==> config.mk <==
export PLATFORM = sky130hd
export DESIGN_NAME = id_ex_stage
export DESIGN_NICKNAME = d
export VERILOG_FILES = /design/src/rtl/id_ex_stage.sv
export SDC_FILE = /design/constraint.sdc
export NUM_CORES = 1
export LEC_CHECK = 0
export ABC_AREA = 1
export BUFFER_PORTS_ARGS = -buffer_cell sky130_fd_sc_hd__clkbuf_2
export CORE_MARGIN = 4
export CORE_UTILIZATION = 30
export DETAILED_ROUTE_END_ITERATION = 6
export PLACE_DENSITY = 0.52
export SYNTH_ARGS = -nofsm -noshare
export SYNTH_HDL_FRONTEND = slang
export SYNTH_SLANG_ARGS = --single-unit
==> constraint.sdc <==
create_clock -name clk -period 2.2 [get_ports clk]
set_input_delay 0.22 -clock clk [delete_from_list [all_inputs] [get_ports clk]]
set_output_delay 0.22 -clock clk [all_outputs]
set_load 0.1 [all_outputs]
==> src/rtl/id_ex_stage.sv <==
// -----------------------------------------------------------------------------
// id_ex_stage
//
// ID/EX pipeline register plus the EX-side operand logic of the RV32I core.
// It captures the decoded operands and controls and registers the 4-bit ALU
// code. It forwards rs1/rs2 from EX/MEM and MEM/WB, and it detects load-use
// hazards so that it can insert a bubble.
//
// Ports
//   clk, reset                 rising-edge clock, synchronous active-high reset
//   id_*                       decoded instruction from the ID stage
//   hold                       freeze the stage (downstream stall)
//   flush                      kill the incoming instruction (taken branch)
//   exmem_*, memwb_*           writeback candidates for forwarding
//   load_use_stall             hold PC and IF/ID for one bubble
//   A, B, ALUOp                ALU operands and operation code
//   ex_store_data              forwarded rs2 value for stores
//   ex_rd, ex_valid, ex_*      registered destination and controls
// -----------------------------------------------------------------------------
module id_ex_stage #(
  parameter int XLEN = 32,
  parameter int REGW = 5
) (
  input  logic            clk,
  input  logic            reset,
  input  logic            id_valid,
  input  logic [XLEN-1:0] id_rs1_data,
  input  logic [XLEN-1:0] id_rs2_data,
  input  logic [XLEN-1:0] id_imm,
  input  logic [REGW-1:0] id_rs1,
  input  logic [REGW-1:0] id_rs2,
  input  logic [REGW-1:0] id_rd,
  input  logic [2:0]      id_funct3,
  input  logic            id_funct7b5,
  input  logic [1:0]      id_alu_op,
  input  logic            id_alu_src,
  input  logic            id_reg_write,
  input  logic            id_mem_read,
  input  logic            id_mem_write,
  input  logic            id_mem_to_reg,
  input  logic            hold,
  input  logic            flush,
  input  logic            exmem_reg_write,
  input  logic [REGW-1:0] exmem_rd,
  input  logic [XLEN-1:0] exmem_result,
  input  logic            memwb_reg_write,
  input  logic [REGW-1:0] memwb_rd,
  input  logic [XLEN-1:0] memwb_result,
  output logic            load_use_stall,
  output logic [XLEN-1:0] A,
  output logic [XLEN-1:0] B,
  output logic [3:0]      ALUOp,
  output logic [XLEN-1:0] ex_store_data,
  output logic [REGW-1:0] ex_rd,
  output logic            ex_valid,
  output logic            ex_reg_write,
  output logic            ex_mem_read,
  output logic            ex_mem_write,
  output logic            ex_mem_to_reg
);

  typedef struct packed {
    logic            valid;
    logic            reg_write;
    logic            mem_read;
    logic            mem_write;
    logic            mem_to_reg;
    logic            alu_src;
    logic [3:0]      alu_ctl;
    logic [REGW-1:0] rd;
    logic [REGW-1:0] rs1;
    logic [REGW-1:0] rs2;
    logic [XLEN-1:0] rs1_data;
    logic [XLEN-1:0] rs2_data;
    logic [XLEN-1:0] imm;
  } ex_t;

  localparam logic [3:0] ALU_AND = 4'b0000;
  localparam logic [3:0] ALU_OR  = 4'b0001;
  localparam logic [3:0] ALU_ADD = 4'b0010;
  localparam logic [3:0] ALU_SUB = 4'b0110;

  ex_t ex_d, ex_q;

  // Main control plus funct fields -> ALU code. funct7[5] only selects SUB
  // for R-type; for I-type it is part of the immediate and must be ignored.
  function automatic logic [3:0] alu_decode(input logic [1:0] op,
                                            input logic [2:0] f3,
                                            input logic       f7b5);
    logic [3:0] code;
    code = ALU_ADD;
    case (op)
      2'b00: code = ALU_ADD;
      2'b01: code = ALU_SUB;
      default: begin
        case (f3)
          3'b000:  code = (op == 2'b10 && f7b5) ? ALU_SUB : ALU_ADD;
          3'b111:  code = ALU_AND;
          3'b110:  code = ALU_OR;
          default: code = ALU_ADD;
        endcase
      end
    endcase
    return code;
  endfunction

  // EX/MEM is the younger producer, so it is tested first. Index 0 is
  // hard-wired zero and never forwards.
  function automatic logic [XLEN-1:0] forward(input logic [REGW-1:0] rs,
                                              input logic [XLEN-1:0] stored);
    logic [XLEN-1:0] val;
    val = stored;
    if (exmem_reg_write && exmem_rd != '0 && exmem_rd == rs)
      val = exmem_result;
    else if (memwb_reg_write && memwb_rd != '0 && memwb_rd == rs)
      val = memwb_result;
    return val;
  endfunction

  // The load in EX delivers its data one stage too late for a dependent
  // instruction in ID. This is purely combinational on the current EX
  // contents, so it stays asserted across hold and drops once the bubble is in.
  assign load_use_stall = ex_q.valid && ex_q.mem_read && ex_q.rd != '0 &&
                          id_valid && (ex_q.rd == id_rs1 || ex_q.rd == id_rs2);

  // NOTE: every always_comb output gets a default first (here: keep current
  // contents) so no path leaves a signal unassigned and infers a latch.
  always_comb begin
    ex_d = ex_q;
    if (flush || (!hold && load_use_stall)) begin
      // Bubble: controls and destination cleared; operand fields don't care.
      ex_d.valid      = 1'b0;
      ex_d.reg_write  = 1'b0;
      ex_d.mem_read   = 1'b0;
      ex_d.mem_write  = 1'b0;
      ex_d.mem_to_reg = 1'b0;
      ex_d.rd         = '0;
      ex_d.alu_ctl    = ALU_AND;
    end else if (!hold) begin
      ex_d.valid      = id_valid;
      ex_d.reg_write  = id_reg_write;
      ex_d.mem_read   = id_mem_read;
      ex_d.mem_write  = id_mem_write;
      ex_d.mem_to_reg = id_mem_to_reg;
      ex_d.alu_src    = id_alu_src;
      ex_d.alu_ctl    = alu_decode(id_alu_op, id_funct3, id_funct7b5);
      ex_d.rd         = id_rd;
      ex_d.rs1        = id_rs1;
      ex_d.rs2        = id_rs2;
      ex_d.rs1_data   = id_rs1_data;
      ex_d.rs2_data   = id_rs2_data;
      ex_d.imm        = id_imm;
    end
  end

  // NOTE: state is updated with non-blocking assignments so every flop
  // samples its pre-edge value regardless of process evaluation order.
  always_ff @(posedge clk) begin
    if (reset) ex_q <= '0;
    else       ex_q <= ex_d;
  end

  always_comb begin
    A             = forward(ex_q.rs1, ex_q.rs1_data);
    ex_store_data = forward(ex_q.rs2, ex_q.rs2_data);
    B             = ex_q.alu_src ? ex_q.imm : ex_store_data;
  end

  assign ALUOp         = ex_q.alu_ctl;
  assign ex_rd         = ex_q.rd;
  assign ex_valid      = ex_q.valid;
  assign ex_reg_write  = ex_q.reg_write;
  assign ex_mem_read   = ex_q.mem_read;
  assign ex_mem_write  = ex_q.mem_write;
  assign ex_mem_to_reg = ex_q.mem_to_reg;

endmodule

Yosys cells after proc, flatten, opt, wreduce, memory -nomap -nowiden
Index checks and enable logic that the tools add are counted.
- add/subtract/negate cells: 0
- $mul: 0
- divide/modulo/power cells: 0
- magnitude comparators: 0
- eq/ne operators: 10
- shifts and indexed selects: 0
- muxes and demuxes: 8
- bitwise logic cells: 2
- reduce and logical (&&, ||, !) cells: 22
- operators with widths (cell ; count):
    $mux 32 ; 5
    $eq 5x5->1 ; 6
    $reduce_bool 5->1 ; 3
    $logic_and 1x1->1 ; 12
    $pmux 3 s3 ; 1
    $pmux 4 s2 ; 1
    $eq 3x3->1 const B ; 2
    $logic_not 3->1 ; 1
    $mux 3 ; 1
    $eq 2x1->1 const B ; 1
    $eq 2x2->1 const B ; 1
    $logic_not 2->1 ; 1
    $logic_or 1x1->1 ; 2
    $not 1->1 ; 2
    $reduce_and 2->1 ; 1
    $reduce_or 2->1 ; 1
    $logic_not 1->1 ; 1
- register bits after elaboration: 121
- latch bits: 0
- RAM bits: 0
- memory bits (read-only): 0
- input port bits: 203
- output and inout bits: 111
- word-level logic and storage cells: 55
- memories kept: 0

Longest topological paths before layout
Gate-level depths: netlist of the first run.
- depth after elaboration: 8
- mapped depth: 13
- mapped depth without buffers: 11

Least setup slack after synthesis of the first run
OpenSTA, ideal clock, no wires.
- kind: register -> register
- start: reg ex_q, in the netlist ex_valid
- end: reg ex_q, in the netlist ex_mem_read
- setup time: 119 ps
- data arrival time: 2421 ps
- path slack: -341 ps
- cell stages (with the launch flop): 9
- path buffers: 1
- period minus slack after synthesis: 2541 ps
- cells stage by stage: dfxtp_1 > nand4_1 > inv_1 > nand2_4 > inv_1 > nand2_1 > nand3_1 > buf_2 > nor2_1
- longest elaborated chain between the ends: 7
- ends and longest elaborated chain (element ; line ; source):
    from (decl) ; 83 ; ex_t ex_d, ex_q;
    from (signal assigned) ; 159 ; if (reset) ex_q <= '0;
    from (signal assigned) ; 160 ; else ex_q <= ex_d;
    $logic_and 1x1->1 (3 in a row) ; 123 ; assign load_use_stall = ex_q.valid && ex_q.mem_read && ex_q.rd != '0 &&
    $logic_and 1x1->1 ; 124 ; id_valid && (ex_q.rd == id_rs1 || ex_q.rd == id_rs2);
    via load_use_stall ; 49 ; output logic load_use_stall,
    $logic_and 1x1->1 ; 130 ; if (flush || (!hold && load_use_stall)) begin
    $logic_or 1x1->1 ; 130 ;
    $reduce_or 2->1 (no source line) ; n/a ;
The timed path passes the listed nets, and every way through them passes these cells.
A chain may end at the register's enable or synchronous reset.

Final worst setup path of the first run
- start: reg ex_q[99] (netlist bit)
- end: out B[28]
- longest elaborated chain between the ends: 5
- elaborated cells between the ends (all ways): 7
- those cells by class: eq/ne (2); mux (3); reduce/logical (2)
- ends and longest elaborated chain (element ; line ; source):
    $eq 5x5->1 ; 115 ; else if (memwb_reg_write && memwb_rd != '0 && memwb_rd == rs)
    $logic_and 1x1->1 ; 115 ;
    $mux 32 ; 115 ;
    $mux 32 (*) ; 113 ; if (exmem_reg_write && exmem_rd != '0 && exmem_rd == rs)
    $mux 32 (*) ; 166 ; B = ex_q.alu_src ? ex_q.imm : ex_store_data;
    to (decl) ; 51 ; output logic [XLEN-1:0] B,
Mark *: on every way between the ends. The rest lies on a longest branch, timed or not.

==> results.md, run 1 <==
Status:
- The run finished, with violations left.
- The checks that failed: setup timing.

Setup path:
- The slowest cell on the critical path is dfxtp_4.
- Among the stages of the critical path, the cell type that occurs most often is nand3_2.
- The signal on the critical path passes through xnor2_2 -> nand3_2 -> nor2_4 -> buf_12 -> buf_8 -> buf_16 -> nand3_1 -> nand3_2 -> nand3_2 -> nand2_2 -> buf_12.
- STA classifies the critical path endpoint as a primary output.
- Together, buffers and inverters on the worst path number 4.
- For the worst setup path, the data required time is slightly below 2000 ps.
- Along the worst path, the maximum fanout reaches 8.
- The worst-case register-to-register setup slack is 310 ps.
- The kind of cell with the highest combined delay along the critical path is simple AND/OR/NAND/NOR gates.
- The stage delay of the slowest cell on the critical path is between 300 and 400 ps.
- The startpoint-to-endpoint class of the critical path is flip-flop to primary output.
- The element type at the critical path start is a flip-flop.
- The arrival time at the worst endpoint is 2160 ps.

Floorplan:
- The die extent in x is about 180 µm.
- The initial utilization of the core area, before any placement, comes to between 30 and 40%.
- 314 I/O pins were placed.
- The total number of placement rows is 62.
- The floorplan die area is about 0.032 mm².
- The core region is between 0.02 and 0.03 mm².
- The vertical die dimension is about 180 µm.

Detailed routing:
- Dividing the detail-routed via count by the number of cells gives 4.70.
- Dividing the detail-routed wire length by the instance count gives between 15 and 20 µm.
- The total number of vias is 10600.
- The number of design-rule violations left by the first detailed-router iteration is ~760.
- The detail route stage leaves a number of antenna-violating nets equal to 0.
- The total wire length after detailed routing is 40000 µm.
- The residual DRC count is 0.
- The first-pass iteration count of the detailed router is 5.

Timing:
- The worst slew margin relative to its limit is 62.9%.
- The minimum clock period is 2380 ps.
- On the final layout, the worst clock skew is 9.79 ps.
- Adding up every negative setup slack in the final design gives -12520 ps.
- Setup violations remaining at the end of the flow were counted as 96.
- For this run, the top clock speed supported by timing is about 0.42 GHz.
- The number of endpoints with negative hold slack in the final report is 0.
- After layout, the worst setup slack is -185 ps.
- Setup repair after global routing could not meet its margin everywhere.
- The max-slew violation count is 0.
- The slew of the pin with the lowest slew margin is 555 ps.
- The tightest hold path in the finished design has a slack of between 50 and 60 ps.
- Dividing the final minimum period by the clock period gives 108%.

Layout:
- In the layout the commonest cells are nand2_1, inv_1, clkbuf_2.
- The post-route netlist has roughly two fifths of its cells at a drive strength greater than 1.
- The commonest non-fill, non-tap cell in the layout is nand2_1.
- The count of cells in the finished layout, fillers not included, comes to 2246.
- Cells fill 51.1% of the core in the end.
- At the end of the flow, the number of nets in the layout was 2046.
- The area added between synthesis and finish is 67.9%.
- The register with the highest flop count is ex_q.
- The flip-flop count of the largest register after layout is 107.
- The number of fill cells in the layout is 2900.

Global route:
- The total congestion overflow is 0.
- The initial antenna violation count came to 6.
- The via count of the first global-routing pass came to 10000.
- The first global-routing pass estimated 57200 µm of wire.
- Entering global routing, the biggest net connects 86 pins.
- The global-route total usage across every layer is 23.3%.

Min path:
- The tightest min-delay check is of the input pin to flip-flop type.

Power:
- Power spread over the standard cell area amounts to 641 mW/mm².
- Combinational cells account for 41.3% of the total power.
- The register share of total power is between 20% and 30%.
- The internal portion of the total power is between 5 and 6 mW.
- The peak supply drop is between 0.4 and 0.5 mV.
- Summed over all cells, the static leakage comes to roughly 7.8 nW.
- The portion of total power attributed to the clock network is 32.7%.
- Of the total power, the share spent switching nets is 39.6%.
- The total design power is ~9.4 mW.
- For this design the total switching power over the nets is 3.73 mW.

Synthesis:
- The mean cell area of the mapped netlist is 5.58 µm².
- The most used flip-flop cell after synthesis is dfxtp_1.
- Yosys mapped a number of flops with a built-in enable equal to 0.
- The fraction of the yosys area taken by sequential cells is between 20% and 30%.
- When the netlist entered floorplanning its net count stood at 1768.
- Synthesis produced a netlist whose cell count is 1565.
- Synthesis inferred 120 register bits.
- Summing every instance area after synthesis gives 0.00874 mm².
- The async set-or-reset flop fraction in the synthesized netlist is 0%.
- The number of warnings printed during yosys synthesis is 0.
- The netlist uses 26 different library cells.

Placement:
- The total of buffers placed on input and output ports is 312.
- The final weighted congestion in routability-driven placement is 0.930.
- Once detailed placement completed, the half-perimeter wirelength came to 27300 µm.
- The cell count after placement is about 2200.

Clock tree:
- Counting every sink on the clock net gives 120.
- The maximum level of the CTS H-tree is 4.
- TritonCTS built the clock tree.
- The clock insertion delay at the later pin of the skew report is 410 ps.
- For this design, the CTS-stage hold fixing added 0 buffers.
- The post-CTS clock slew at the launch and capture registers of the worst setup and hold paths is roughly 60 ps.
- The clock passes through at most 2 buffers.
- Clock tree synthesis selected as its root buffer the cell clkbuf_16.
- The number of clock buffers inserted by TritonCTS is 17.

Flow run:
- The number of max-cap violations is 0.
==> worst reg2reg max path, cell delays in order, from the launching register on <==
cell and delay, ps:
dfxtp_1 420, inv_1 100, nand2_1 70, nand2_1 40, nor2_1 100, nand3_1 80
nand2_1 130, nand2_4 100, nand3_4 240, buf_4 320, nand2_1 80, inv_1 60
nor2_1 40
==> layout make-up <==
cell class              instances  area [µm²]  area share, %
inverters                     336        1270           8.66
diodes                          7        17.5          0.119
well taps                     384         480           3.27
flip-flops and latches        120        2430           16.5
clock inverters                11         170           1.16
clock buffers                  20         467           3.18
multi-input cells            1001        5950           40.6
repair buffers                367        3890           26.5
==> cell usage after synthesis (9+ instances only) <==
master      n  area (µm²)
nand3b_1   32         240
buf_4      10        75.1
inv_2       9        33.8
inv_1     327        1230
buf_2      22         110
dfxtp_1   120        2400
buf_1      15        56.3
nand3_1   133         666
clkbuf_1   58         218
nand2_1   514        1930
and2_1     32         200
nor2_1    134         503
xnor2_1    11        96.3
xor2_1      9        78.8
nand4_1   111         694
==> power groups by stage <==
stage	Combinational (mW)	Sequential [mW]	Clock (mW)
after detailed placement	3.54	2.46	0
after floorplan	2.17	2.44	0
after CTS	3.69	2.42	3.14
after global routing	4.08	2.46	3.24
after global placement	3.53	2.45	0
final	3.88	2.45	3.08
==> worst paths after layout <==
kind	to	startpoint	cells after the start
worst max register to register	ex_q[2]$_SDFFE_PP0P_	ex_rd[4]$_SDFFE_PP0N_	12
worst min register to register	ex_q[9]$_SDFFE_PP0P_	ex_q[9]$_SDFFE_PP0P_	4
worst max-delay path	B[28]	ex_q[99]$_SDFFE_PP0P_	11
worst min-delay path	ex_mem_read$_SDFFE_PP0N_	id_mem_read	3
==> metal layers <==
| metal | routed length, µm | global-route usage (%) |
|---|---|---|
| met1 | 17100 | 31.2 |
| met2 | 19100 | 37.9 |
| met3 | 2730 | 4.05 |
| met4 | 1110 | 8.41 |
| met5 | 0 | 0 |
==> timing repair <==
action | CTS | global route
gates cloned | 5 | 8
endpoints found under the setup margin | 96 | 96
setup buffers | 4 | 6
pin swaps | 28 | 87
gates resized for setup | 129 | 261
==> logic make-up (layout without fill, tap and decap cells) <==
family,after synthesis,in the layout,share of synthesized area [%]
other cells,1,8,0.0429
xor+xnor,20,20,2.00
buf+inv,444,734,20.1
compound gates,12,12,0.730
simple gates,963,963,49.1
flops,120,120,27.5
mux,5,5,0.573
==> per-stage QoR <==
step,setup slack [ps],cell area [µm²]
2_1_floorplan,1.65,8780
3_5_place_dp,193,12300
6_report,-185,14700
5_1_grt,-269,14700
4_1_cts,-180,13500
3_3_place_gp,171,12300
Power figures use the tool's default switching activity.
==> run 2: changes to the inputs <==
--- a/config.mk
+++ b/config.mk
@@ -12,4 +12,5 @@
 export DETAILED_ROUTE_END_ITERATION = 6
 export PLACE_DENSITY = 0.52
+export SLEW_MARGIN = 0
 export SYNTH_ARGS = -nofsm -noshare
 export SYNTH_HDL_FRONTEND = slang
==> constraint.sdc (replaced) <==
create_clock -name clk -period 2.2 [get_ports clk]
set_input_delay 0.22 -clock clk [delete_from_list [all_inputs] [get_ports clk]]
set_output_delay 0.22 -clock clk [all_outputs]
set_load 0.005 [all_outputs]
==> run 2 against run 1 <==
Effect of this change: the run still ends with setup timing left; wire length rose by 0.58%; clock-buffer cell count fell by 2; sequential cell count did not move; clock skew rose by 2.0 ps; fmax rose by 6.8%; cell count fell by 0.18%; critical path depth fell by 1; sequential share of layout area rose by 2.7 points; clock power fell by 2%; critical endpoint is now A[20]; largest power group is now clock.
==> results.md, run 2 (synthesis results as in run 1) <==
Timing:
- The minimum clock period is 2230 ps (-153 ps).
- The slew of the pin with the lowest slew margin is 541 ps (-14.2 ps).
- The smallest hold slack is 39.7 ps (-10.5 ps).
- The achievable frequency is 0.448 GHz (+6.8%).
- The period utilization is 101% (-6.9 points).
- The number of endpoints with negative hold slack in the final report came to 0 (unchanged).
- The setup slack of the critical path after layout was -32.3 ps (+153 ps).
- The worst slew margin relative to its limit is 63.8% (+0.95 points).
- Setup repair after global routing could not meet its margin everywhere.
- The clock skew is 11.8 ps (+1.99 ps).
- The final number of setup-violating endpoints is 21 (-78%).
- The max-slew violation count is 0 (unchanged).

Clock tree:
- The maximum level of the CTS H-tree came to 4 (unchanged).
- The deepest clock path buffer count is 2 (unchanged).
- The clock sink count is 120 (unchanged).
- The clock insertion delay at the later pin of the skew report is 420 ps (about the same).
- The number of clock buffers inserted by TritonCTS was 17 (unchanged).
- The root buffer cell is clkbuf_16.
- TritonCTS built the clock tree.
- The number of hold buffers added after CTS is 0 (unchanged).
- The post-CTS clock slew at the launch and capture registers of the worst setup and hold paths is 70 ps (about the same).

Layout:
- The count of antenna diodes in the layout was 0 (-7).
- The final-stage net count is 2048 (+0.098%).
- In the layout the commonest cells are nand2_1, inv_1, clkbuf_2.
- Ranked by flip-flop count, first place goes to ex_q.
- Leaving out fill and tap cells, the most frequent cell in the layout is nand2_1.
- The fraction of the core area covered by cells at the end of the flow is 44.0% (-7.1 points).
- The proportion of layout cells with a drive suffix above 1 is 31.0% (-8.2 points).
- The cell area after layout was 0.0126 mm² (-14%).
- The flip-flop count of the largest register after layout is 107 (unchanged).
- The number of standard cells in the layout, taps in and fillers out is 2242 (-0.18%).
- The area added between synthesis and finish is 44.5%.

Floorplan:
- The number of I/O pins was 314 (unchanged).
- The total number of placement rows came to 62 (unchanged).
- The floorplan die area was 0.0319 mm² (unchanged).
- The die extent in x was 179 µm (unchanged).
- The vertical die dimension is 179 µm (unchanged).
- The initial core utilization was 30.4% (unchanged).
- The area of the placeable core was 0.0287 mm² (unchanged).

Status:
- The checks that failed: setup timing.
- The run finished, with violations left.

Power:
- The cell area power density was 583 mW/mm² (-9.0%).
- The leakage power figure is 7.34 nW (-6.0%).
- The peak supply drop is 0.423 mV (-2.0%).

Placement:
- The final HPWL from detailed placement is 27200 µm (-0.42%).
- The placed standard-cell area is 0.0107 mm² (-12%).
- The total of buffers placed on input and output ports is 312 (unchanged).
- The cell count after placement is 2187 (+0.092%).
- The pre-CTS setup slack is 187 ps (-5.84 ps).
- The final weighted congestion in routability-driven placement is 0.937 (+0.77%).

Setup path:
- The slowest cell on the critical path is dfxtp_4.
- The length in cells of the worst reg-to-reg path is 12 (unchanged).
- In this design, the critical path's most frequently occurring cell is nand2_1.
- The worst-path maximum fanout is 8 (unchanged).
- The element type at the critical path start is a flip-flop.
- The arrival time at the worst endpoint is 2010 ps (-150 ps).
- The critical path is of the flip-flop to primary output type.
- The element type at the critical path end is a primary output.
- The stage delay of the slowest cell on the critical path is 370 ps (about the same).
- Walking the worst path, the cells encountered are xnor2_2 -> nand2_2 -> nor3_4 -> nand2_4 -> clkbuf_16 -> nand2_2 -> nand2_1 -> nand2_1 -> nand2_1 -> clkbuf_2.
- The worst path required time is 1980 ps (about the same).

Detailed routing:
- The residual DRC count is 0 (unchanged).
- The first-pass iteration count of the detailed router was 6 (+1).
- The routed via count divided by cell count is 4.67 (-0.67%).
- The number of design-rule violations left by the first detailed-router iteration is 706 (-7.5%).
- The total wire length after detailed routing is 40200 µm (+0.58%).
- The detail-routed net length per standard cell is 17.9 µm (+0.76%).
- The post-detailed-route count of antenna-violating nets was 0 (unchanged).
- The total number of vias is 10500 (-0.84%).

Flow run:
- The number of max-cap violations came to 0 (unchanged).

Global route:
- The total congestion overflow is 0 (unchanged).
- The via count of the first global-routing pass is 10000 (-0.15%).
- The largest net degree at the start of global routing is 84 (-2.3%).
- The global-route total usage across every layer is 23.3% (-0.036 points).
- The initial antenna violation count came to 2 (-4).
- The wire length of the first global-routing pass came to 57200 µm (unchanged).

Min path:
- The cell depth of the worst min-delay path was 3 (unchanged).
- The worst min-delay path category is input pin to flip-flop.
## run 2: changes by cell type in the layout (fill, tap and decap cells not counted), moves of 4 or more
| cell | delta |
|---|---|
| buf_2 | +9 |
| nand2_4 | -41 |
| buf_4 | +4 |
| and2_4 | -22 |
| clkbuf_2 | +81 |
| buf_12 | -99 |
| nand2_2 | -86 |
| buf_6 | +6 |
| and2_1 | +23 |
| diode_2 | -7 |
| nand2_1 | +129 |
## run 2: critical path, delay by kind of cell, from the launching register on
kind / cells / cell delay, ps
simple gates: 7 / 770
flops: 1 / 370
buf+inv: 2 / 320
xor+xnor: 1 / 130
## run 2: worst paths after layout
| path | endpoint | start | slack, ps |
|---|---|---|---|
| max | A[20] | ex_q[101]$_SDFFE_PP0P_ | -30 |
| min | ex_mem_write$_SDFFE_PP0N_ | id_mem_write | 40 |
| max reg2reg | ex_q[8]$_SDFFE_PP0P_ | ex_rd[1]$_SDFFE_PP0N_ | 310 |
| min reg2reg | ex_q[36]$_SDFFE_PP0P_ | ex_q[36]$_SDFFE_PP0P_ | 510 |
## run 2: repair_timing
action | CTS | global route
endpoints found under the setup margin | 96 | 96
pin swaps | 47 | 44
buffers inserted | 6 | 4
gates resized for setup | 100 | 114
gates cloned | 6 | 10
## run 2: routing by layer
| metal | track usage, % | share of wire (%) |
|---|---|---|
| met5 | 0 | 0.065 |
| met1 | 30.8 | 43 |
| met3 | 4.47 | 7.7 |
| met2 | 38.3 | 46 |
| met4 | 7.55 | 2.9 |
## run 2: power breakdown
| part | internal [mW] | leakage [nW] | switching [mW] |
|---|---|---|---|
| clock network | 1.85 | 0.306 | 1.19 |
| logic | 0.797 | 6.04 | 1.12 |
| registers | 2.32 | 0.994 | 0.0979 |
## run 2: layout make-up
class	count	area (µm²)
Clock buffer	18	439
Clock inverter	14	186
Fill cell	3194	16100
Inverter	336	1270
Multi-Input combinational cell	1001	5340
Sequential cell	120	2420
Tap cell	384	480
Timing Repair Buffer	369	2490
## run 2: stage by stage
step           TNS [ps]  power [mW]
3_3_place_gp          0        4.09
2_1_floorplan         0        3.33
4_1_cts           -3740        7.27
5_1_grt           -7760        7.74
3_5_place_dp          0        4.09
6_report           -283        7.37
==> run 3: changes to the inputs <==
--- a/config.mk
+++ b/config.mk
@@ -8,7 +8,9 @@
 export ABC_AREA = 1
 export BUFFER_PORTS_ARGS = -buffer_cell sky130_fd_sc_hd__clkbuf_2
+export CAP_MARGIN = 20
 export CORE_MARGIN = 4
 export CORE_UTILIZATION = 30
 export DETAILED_ROUTE_END_ITERATION = 6
+export MAX_ROUTING_LAYER = met4
 export PLACE_DENSITY = 0.52
 export SLEW_MARGIN = 0
==> constraint.sdc (replaced) <==
create_clock -name clk -period 2.2 [get_ports clk]
set_input_delay 0.22 -clock clk [delete_from_list [all_inputs] [get_ports clk]]
set_output_delay 0.22 -clock clk [all_outputs]
set_load 0.01 [all_outputs]
==> run 3 against run 2 <==
Effect of this change: clock skew is essentially flat; critical path type unchanged; core utilization fell by 0.78 points; sequential power hardly changed; worst hold slack better by 9.7 ps; global-route usage hardly changed; combinational power about the same; clock power is 4% higher; wire length shrank 2.0%; the flow still finishes with violations (setup timing); sequential cell count stayed put; fmax down 3.4%; register-to-register slack improved by 40 ps; first-iteration DRC count increased by 5.4%.
==> results.md, run 3 (synthesis results as in run 1) <==
Min path:
- The cell depth of the worst min-delay path is 3 (unchanged).
- The worst min-delay path category is input pin to flip-flop.

Global route:
- The via count of the first global-routing pass is 9921 (-0.99%).
- The largest net degree at the start of global routing is 70 (-17%).
- The initial antenna violation count is 0 (-2).
- The wire length of the first global-routing pass is 55500 µm (-3.0%).
- The global-route total usage across every layer is 23.3% (-0.041 points).
- The total congestion overflow is 0 (unchanged).

Layout:
- The fraction of the core area covered by cells at the end of the flow is 43.2% (-0.78 points).
- The number of standard cells in the layout, taps in and fillers out was 2242 (unchanged).
- The cell area after layout is 0.0124 mm² (-1.8%).
- The count of antenna diodes in the layout is 0 (unchanged).
- The number of fill cells in the layout is 3206 (+0.38%).
- In the layout the commonest cells are nand2_1, inv_1, clkbuf_2.
- The commonest non-fill, non-tap cell in the layout is nand2_1.
- The proportion of layout cells with a drive suffix above 1 is 29.0% (-2.0 points).
- From synthesis to final layout, the design area changed by 41.9%.
- The final-stage net count is 2049 (+0.049%).
- The flip-flop count of the largest register after layout is 107 (unchanged).
- More flip-flops sit in one register than any other, and that register is ex_q.

Setup path:
- The worst path required time was 1980 ps (about the same).
- STA classifies the critical path startpoint as a flip-flop.
- The arrival time at the worst endpoint is 2090 ps (+80 ps).
- The length in cells of the worst reg-to-reg path is 11 (-1).
- The worst setup path is captured at a primary output.
- The setup path with the least slack is of type flip-flop to primary output.
- The worst-case register-to-register setup slack is 350 ps (+40 ps).
- The slowest cell on the critical path is dfxtp_4.
- The worst-path maximum fanout is 5 (-3).
- The stage delay of the slowest cell on the critical path is 370 ps (about the same).
- The dominant cell type by count on the critical path is nand2_1.
- Traced cell by cell, the critical path runs through xnor2_2 -> nand2_2 -> nor3_4 -> buf_6 -> clkbuf_16 -> nand3_2 -> nand2_1 -> nand2_1 -> nand2_1 -> buf_2.

Clock tree:
- The post-CTS clock slew at the launch and capture registers of the worst setup and hold paths is 60 ps (about the same).
- The maximum level of the CTS H-tree was 4 (unchanged).
- The number of hold buffers added after CTS is 0 (unchanged).
- The clock tree from TritonCTS is built.
- The root buffer cell is clkbuf_16.
- The number of clock buffers inserted by TritonCTS was 17 (unchanged).
- The clock sink count is 120 (unchanged).
- The deepest clock path buffer count came to 2 (unchanged).
- The clock insertion delay at the later pin of the skew report is 420 ps (about the same).

Placement:
- The placed standard-cell area is 0.0108 mm² (+0.86%).
- The total of buffers placed on input and output ports is 312 (unchanged).
- The pre-CTS setup slack came to 181 ps (-5.74 ps).
- The final HPWL from detailed placement is 27700 µm (+1.7%).
- The cell count after placement is 2196 (+0.41%).
- The final weighted congestion in routability-driven placement was 0.937 (about the same).

Power:
- The net switching power of the design came to 2.39 mW (-0.80%).
- The leakage power figure is 7.28 nW (-0.73%).
- The peak supply drop came to 0.360 mV (-15%).
- The register share of total power came to 32.2% (-0.6 points).
- The total design power is 7.48 mW (+1.5%).
- The portion of total power attributed to the clock network was 42.2% (+1.0 points).
- The cell area power density is 603 mW/mm² (+3.4%).
- The switching portion of total power came to 31.9% (-0.76 points).
- The total internal power came to 5.09 mW (+2.7%).
- The combinational fraction of design power is 25.6% (-0.5 points).

Detailed routing:
- The total length of routed met2 wires is 18100 µm (-1.9%).
- The first-pass iteration count of the detailed router is 7 (+1).
- The topmost layer with routed signal wires is met4.
- The routed length on met3 is 2590 µm (-16%).
- The post-detailed-route count of antenna-violating nets is 0 (unchanged).
- The total number of vias is 10500 (-0.14%).
- The routed via count divided by cell count came to 4.66 (-0.14%).
- The number of design-rule violations left by the first detailed-router iteration is 744 (+5.4%).
- The detailed-route wire length on metal 1 was 17900 µm (+2.2%).
- The detail-routed net length per standard cell is 17.6 µm (-2.0%).
- The residual DRC count is 0 (unchanged).
- The total wire length after detailed routing is 39400 µm (-2.0%).

Timing:
- The clock skew is 11.7 ps (-0.114 ps).
- The achievable frequency is 0.433 GHz (-3.4%).
- The max-slew violation count is 0 (unchanged).
- The slew of the pin with the lowest slew margin is 555 ps (+14.5 ps).
- The setup slack of the critical path after layout was -112 ps (-79.7 ps).
- The setup TNS after final layout came to -3540 ps (-3250 ps).
- The final number of setup-violating endpoints was 91 (+330%).
- The period utilization is 105% (+3.6 points).
- Setup repair after global routing could not meet its margin everywhere.
- The number of endpoints with negative hold slack in the final report is 0 (unchanged).
- The worst slew margin relative to its limit is 62.9% (-0.97 points).
- The minimum clock period is 2310 ps (+79.7 ps).
- The smallest hold slack is 49.4 ps (+9.70 ps).

Floorplan:
- The vertical die dimension is 179 µm (unchanged).
- The initial core utilization is 30.4% (unchanged).
- The die extent in x was 179 µm (unchanged).
- The number of I/O pins is 314 (unchanged).
- The floorplan die area is 0.0319 mm² (unchanged).
- The area of the placeable core is 0.0287 mm² (unchanged).
- The total number of placement rows is 62 (unchanged).

Flow run:
- The number of max-cap violations is 0 (unchanged).

Status:
- The final reports fail on setup timing.
- The flow ran to the end, but the final reports show violations.
==> run 3: worst max-delay path, delay by kind of cell (launching register included) <==
| kind | cells | cell delay, ps |
|---|---|---|
| xor gates and xnor gates | 1 | 170 |
| buffers and inverters | 3 | 510 |
| DFF | 1 | 370 |
| and+or+nand+nor | 6 | 610 |
==> run 3: repair_timing <==
| action | 4_1_cts | 5_1_grt |
|---|---|---|
| gates resized for setup | 42 | 156 |
| setup buffers | 1 | 3 |
| cloned | 1 | 10 |
| pin swaps | 4 | 69 |
| endpoints found under the setup margin | 96 | 96 |
==> run 3: path summary, 6_finish.rpt <==
path / endpoint / startpoint
hold reg to reg: ex_q[17]$_SDFFE_PP0P_ / ex_q[17]$_SDFFE_PP0P_
setup reg to reg: ex_q[73]$_SDFFE_PP0P_ / ex_rd[0]$_SDFFE_PP0N_
setup / recovery: A[14] / ex_q[102]$_SDFFE_PP0P_
hold / removal: ex_mem_read$_SDFFE_PP0N_ / id_mem_read
==> run 3: area by class of cell <==
| class | count | area (µm²) | area share, % |
|---|---|---|---|
| multi-input combinational | 1001 | 5140 | 41.5 |
| timing repair buffer | 370 | 2440 | 19.7 |
| sequential | 120 | 2420 | 19.5 |
| inverter | 336 | 1270 | 10.2 |
| tap | 384 | 480 | 3.87 |
| clock buffer | 17 | 425 | 3.43 |
| clock inverter | 14 | 223 | 1.80 |
==> run 3: power by group through the flow <==
stage          clock network [mW]  logic, mW  registers [mW]
6_report                     3.16       1.91            2.41
5_1_grt                      3.33       2.11            2.42
4_1_cts                      3.22       1.76            2.41
3_5_place_dp                    0       1.72            2.45
3_3_place_gp                    0       1.72            2.45
2_1_floorplan                   0      0.970            2.42
==> run 3: layer usage <==
metal / track usage, % / vias up
met4: 5.85 / 0
met3: 3.37 / 46
li1: - / 5267
met2: 36.7 / 433
met5: - / -
met1: 31.5 / 4710
